`src/rtl/pc_stack_pkg.sv`:
```
// Shared definitions for the program-counter return-address stack.
// Holds the default PC width and depth plus the decoded stack operation type.
package pc_stack_pkg;

    localparam int PC_W           = 32;
    localparam int PC_STACK_DEPTH = 8;

    typedef enum logic [2:0] {
        OP_IDLE,
        OP_PUSH,
        OP_POP,
        OP_REPLACE,
        OP_OVERFLOW,
        OP_UNDERFLOW,
        OP_PUSH_UNDER
    } stack_op_e;

endpackage

```
`src/rtl/stack_mem.sv`:
```
// DEPTH x W register file for the return-address stack: one synchronous
// write port, one combinational read port, no reset.
module stack_mem #(
    parameter  int W     = 32,
    parameter  int DEPTH = 8,
    localparam int AW    = $clog2(DEPTH)
) (
    input  logic          clk,
    input  logic          we,
    input  logic [AW-1:0] waddr,
    input  logic [W-1:0]  wdata,
    input  logic [AW-1:0] raddr,
    output logic [W-1:0]  rdata
);

    logic [W-1:0] r_mem [DEPTH];

    always_ff @(posedge clk) begin
        if (we) begin
            r_mem[waddr] <= wdata;
        end
    end

    assign rdata = r_mem[raddr];

endmodule

```
`src/rtl/pc_stack.sv`:
```
// LIFO return-address stack for the DSP program counter. The top entry is
// presented combinationally so the PC mux never waits for a read cycle.
module pc_stack
    import pc_stack_pkg::*;
#(
    parameter  int W     = PC_W,
    parameter  int DEPTH = PC_STACK_DEPTH,
    localparam int CW    = $clog2(DEPTH + 1)
) (
    input  logic          clk,
    input  logic          reset,
    input  logic          enable,
    input  logic          push,
    input  logic          pop,
    input  logic [W-1:0]  push_data,
    output logic [W-1:0]  top,
    output logic [CW-1:0] count,
    output logic          empty,
    output logic          full,
    output logic          overflow,
    output logic          underflow
);

    localparam int AW = $clog2(DEPTH);

    logic [CW-1:0] r_sp;
    logic          r_overflow;
    logic          r_underflow;

    stack_op_e     w_op;
    logic [AW-1:0] w_topIdx;
    logic [CW-1:0] w_spNext;
    logic          w_we;
    logic [AW-1:0] w_waddr;
    logic [W-1:0]  w_rdata;
    logic          w_overflowNext;
    logic          w_underflowNext;

    assign empty    = (r_sp == '0);
    assign full     = (r_sp == CW'(DEPTH));
    assign count    = r_sp;
    // Low AW bits wrap correctly for sp == DEPTH when DEPTH is a power of two.
    assign w_topIdx = r_sp[AW-1:0] - AW'(1);

    always_comb begin
        w_op = OP_IDLE;
        if (enable) begin
            unique case ({push, pop})
                2'b10:   w_op = full  ? OP_OVERFLOW   : OP_PUSH;
                2'b01:   w_op = empty ? OP_UNDERFLOW  : OP_POP;
                2'b11:   w_op = empty ? OP_PUSH_UNDER : OP_REPLACE;
                default: w_op = OP_IDLE;
            endcase
        end
    end

    always_comb begin
        w_spNext        = r_sp;
        w_we            = 1'b0;
        w_waddr         = r_sp[AW-1:0];
        w_overflowNext  = 1'b0;
        w_underflowNext = 1'b0;
        unique case (w_op)
            OP_PUSH: begin
                w_we     = 1'b1;
                w_spNext = r_sp + CW'(1);
            end
            OP_POP: begin
                w_spNext = r_sp - CW'(1);
            end
            OP_REPLACE: begin
                w_we    = 1'b1;
                w_waddr = w_topIdx;
            end
            OP_OVERFLOW: begin
                w_overflowNext = 1'b1;
            end
            OP_UNDERFLOW: begin
                w_underflowNext = 1'b1;
            end
            OP_PUSH_UNDER: begin
                w_we            = 1'b1;
                w_spNext        = r_sp + CW'(1);
                w_underflowNext = 1'b1;
            end
            default: begin
                w_spNext = r_sp;
            end
        endcase
    end

    always_ff @(posedge clk or posedge reset) begin
        if (reset) begin
            r_sp        <= '0;
            r_overflow  <= 1'b0;
            r_underflow <= 1'b0;
        end else begin
            r_sp        <= w_spNext;
            r_overflow  <= w_overflowNext;
            r_underflow <= w_underflowNext;
        end
    end

    stack_mem #(
        .W     (W),
        .DEPTH (DEPTH)
    ) u_mem (
        .clk   (clk),
        .we    (w_we),
        .waddr (w_waddr),
        .wdata (push_data),
        .raddr (w_topIdx),
        .rdata (w_rdata)
    );

    assign top       = empty ? '0 : w_rdata;
    assign overflow  = r_overflow;
    assign underflow = r_underflow;

endmodule
```
`config.mk`:
```
export PLATFORM = sky130hd
export DESIGN_NAME = pc_stack
export DESIGN_NICKNAME = d
export VERILOG_FILES = /design/src/rtl/pc_stack_pkg.sv /design/src/rtl/stack_mem.sv /design/src/rtl/pc_stack.sv
export SDC_FILE = /design/constraint.sdc
export NUM_CORES = 1
export LEC_CHECK = 0
export CAP_MARGIN = 10
export CORE_ASPECT_RATIO = 0.9
export CORE_MARGIN = 3
export CORE_UTILIZATION = 53
export CTS_CLUSTER_SIZE = 10
export DETAILED_ROUTE_END_ITERATION = 16
export PLACE_DENSITY = 0.76
export SLEW_MARGIN = 0
export SYNTH_ARGS = -nofsm -noshare
export SYNTH_HDL_FRONTEND = slang
export SYNTH_HIERARCHICAL = 1
export SYNTH_SLANG_ARGS = --single-unit
```
`constraint.sdc`:
```
create_clock -name clk -period 4.2 [get_ports clk]
set_clock_uncertainty 0.05 [all_clocks]
set_input_delay 0.42 -clock clk [delete_from_list [all_inputs] [get_ports clk]]
set_output_delay 0.42 -clock clk [all_outputs]
set_load 0.005 [all_outputs]
```
==> reports/results.txt <==
EDFF count, synth -> 256
Via count of the routed design -> 4947
Detail Route Antenna Nets -> 0
FF+latch area -> 7840 sq um
Max Cap Violations -> 0
Latest clock arrival within the worst-skew pair -> 0.54 ns
Clk slew on worst S/H paths -> 0.05 ns
Synth warn -> 6
Startpoint types -> flip-flop
Power Dens Cells -> 732 nW/um^2
Placed cell count -> 791
Worst slew margin -> 37.6%
Type of destination of the critical path -> primary output
Post-synthesis sequential area ratio -> 74.2%
Pleak -> 4.15 nW
Fin area -> 12500 sq um
Wire per inst -> 23.7 microns
Crit path kind -> flip-flop to primary output
DR iter-0 viols -> 310
Post-synthesis cell area -> 10600 sq um
Root Buffer Master -> clkbuf_16
Seq cells post-synth -> 262
H-tree depth -> 1
Post_cts resized -> 0
Cells after synthesis -> 473
Status -> complete, no violations
Initial antenna violation count -> 0
Die area -> 21700 sq um
DRT Wirelength -> 19.8 mm
Most common cell after layout, fill and taps aside -> edfxtp_1
Congestion Overflow GR -> 0
Site Rows -> 48
Fraction of layout cells with a size suffix above 1 -> 20.5%
P&R area growth vs syn -> 18.8%
GRT busiest layer -> met2
Crit path DAT -> 3.42 ns
Synth cell types -> 36
CTS sink cnt -> 262
Drt drc -> 0
Flop-to-flop setup slack -> 0.81 ns
TritonCTS clock tree -> built
Final Slew Violations -> 0
Via/cell ratio -> 5.92
Crit-path max FO -> 35
Final period utilization -> 92.6%
Max Fclk -> 257 MHz
Area of the multi-input gates -> 2620 sq um
Final non-filler cell total -> 835
Met2 Track Usage GR -> 32.1%
Number of diodes -> 0
Unrepaired setup endpoints after global routing -> false
Clock Path Buffers -> 3
Critical path launch point -> count[1]
Dpl hpwl -> 11.0 mm
# IOs -> 77
Vias in the first global route -> 5313
Tmin final -> 3.89 ns
Worst reg2reg endpoint -> u_mem/r_mem[7][5]
# nets final -> 614
Layout Utilization -> 64.9%
Largest area contributor in the netlist -> edfxtp_1
Syn nets -> 514
Worst-margin pin slew -> 0.934 ns
# Post-CTS Setup Buffers -> 0
Largest net degree at the start of global routing -> 66
Synth top area cells -> edfxtp_1 (73%), mux4_1 (10%), mux4_2 (5.1%)
Final Hold Viols -> 0
Primary FF master, synth -> edfxtp_1
Worst Reg2Reg Path Length in Cells -> 8
Die Height -> 140 microns
Initial Util -> 54.6%
Synth top area share -> 72.8%
Critical Path RT -> 3.73 ns
TNS Setup -> 0 ns
Width of the die -> 155 microns
Tightest Hold Check Type -> input pin to asynchronous set/reset pin
FF-to-FF Start -> count[0]
Hold-fix buffers at CTS -> 0
I/O Buffers -> 76
Most frequent cells in the layout -> edfxtp_1 (256), clkdlybuf4s50_1 (76), mux4_1 (40), mux2_2 (35), nor2b_1 (32)
Max VDD drop -> 0.000463 V
Crit path capture -> top[8]
Met3 Usage GRT -> 2.87%
WHS -> 0.0565 ns
Cts bufs inserted -> 30
DP Area -> 11700 sq um
GRT Util Overall -> 18.6%
Fill cells -> 1288
Avg Inst Size Synth -> 22.3 sq um
DRT Pass-1 Iters -> 5
Post-synth ARST share -> 2.29%
Core box area -> 19300 sq um
Met1 Use GR -> 25.4%
Final setup vio count -> 0
First-pass GRT wire length -> 31.0 mm
Routability Congestion -> 0.808
[final cells by class]
type	count	area share, %
repair buffers	91	7.46
flip-flops and latches	262	62.5
clock inverters	2	0.199
clock buffers	42	6.34
well taps	250	2.49
inverters	6	0.189
multi-input cells	182	20.8
[report_power, final]
group	switching [W]	leakage (nW)	internal, W
registers	0.0000862	2.39	0.00312
clock network	0.000914	0.395	0.00130
logic	0.00158	1.37	0.00219
[how the worst min path moves through the flow]
stage,from,to,cells past startpoint
finish,reset,count[0],2
global route,reset,count[0],2
CTS,reset,overflow,2
detailed placement,count[0],count[0],1
global placement,count[0],count[0],1
floorplan,reset,count[0],1
[per-stage QoR]
step | setup slack [ns] | total power (W)
2_1_floorplan | -0.137 | 0.00554
3_3_place_gp | 0.899 | 0.00700
3_5_place_dp | 0.843 | 0.00708
4_1_cts | 0.286 | 0.00931
5_1_grt | 0.152 | 0.00967
6_report | 0.310 | 0.00919
[cell families (layout without fill, tap and decap cells)]
| logic type | Yosys count | in the layout | share of synthesized area (%) |
|---|---|---|---|
| DFF | 262 | 262 | 74.2 |
| buffers and inverters | 29 | 141 | 1.71 |
| adders and majority gates | 4 | 4 | 0.545 |
| AOI/OAI and AO/OA | 9 | 9 | 0.533 |
| muxes | 100 | 100 | 18.9 |
| and+or+nand+nor | 64 | 64 | 3.67 |
| xor gates and xnor gates | 5 | 5 | 0.415 |
[critical path, stage by stage (launching register included)]
cell and delay, ns:
dfrtp_1 0.42, inv_1 0.14, ha_1 0.41, xor2_4 0.17, buf_4 0.44, mux4_1 0.38, mux2_2 0.30, nor2b_1 0.13
clkdlybuf4s50_1 0.46
[registers in the layout, summed over array words and instances, names as in the netlist]
register	count
count	4
u_mem/r_mem	256
overflow	1
underflow	1
[metal layers]
layer  vias to the layer above  share of wire, %
met5                         -                 0
met4                         0               1.8
met3                        28               5.3
met2                       145                52
met1                      2597                41
li1                       2177                 -
[synth_stat cells, types with 4 or more instances]
cell type	number
nand2b_1	4
edfxtp_1	256
nor2_1	8
mux2_2	35
mux4_2	24
buf_2	8
dfrtp_1	6
buf_6	7
mux4_1	40
inv_1	6
buf_1	4
nand2_1	6
nor2b_1	32
(Power assumes the default switching activity.)
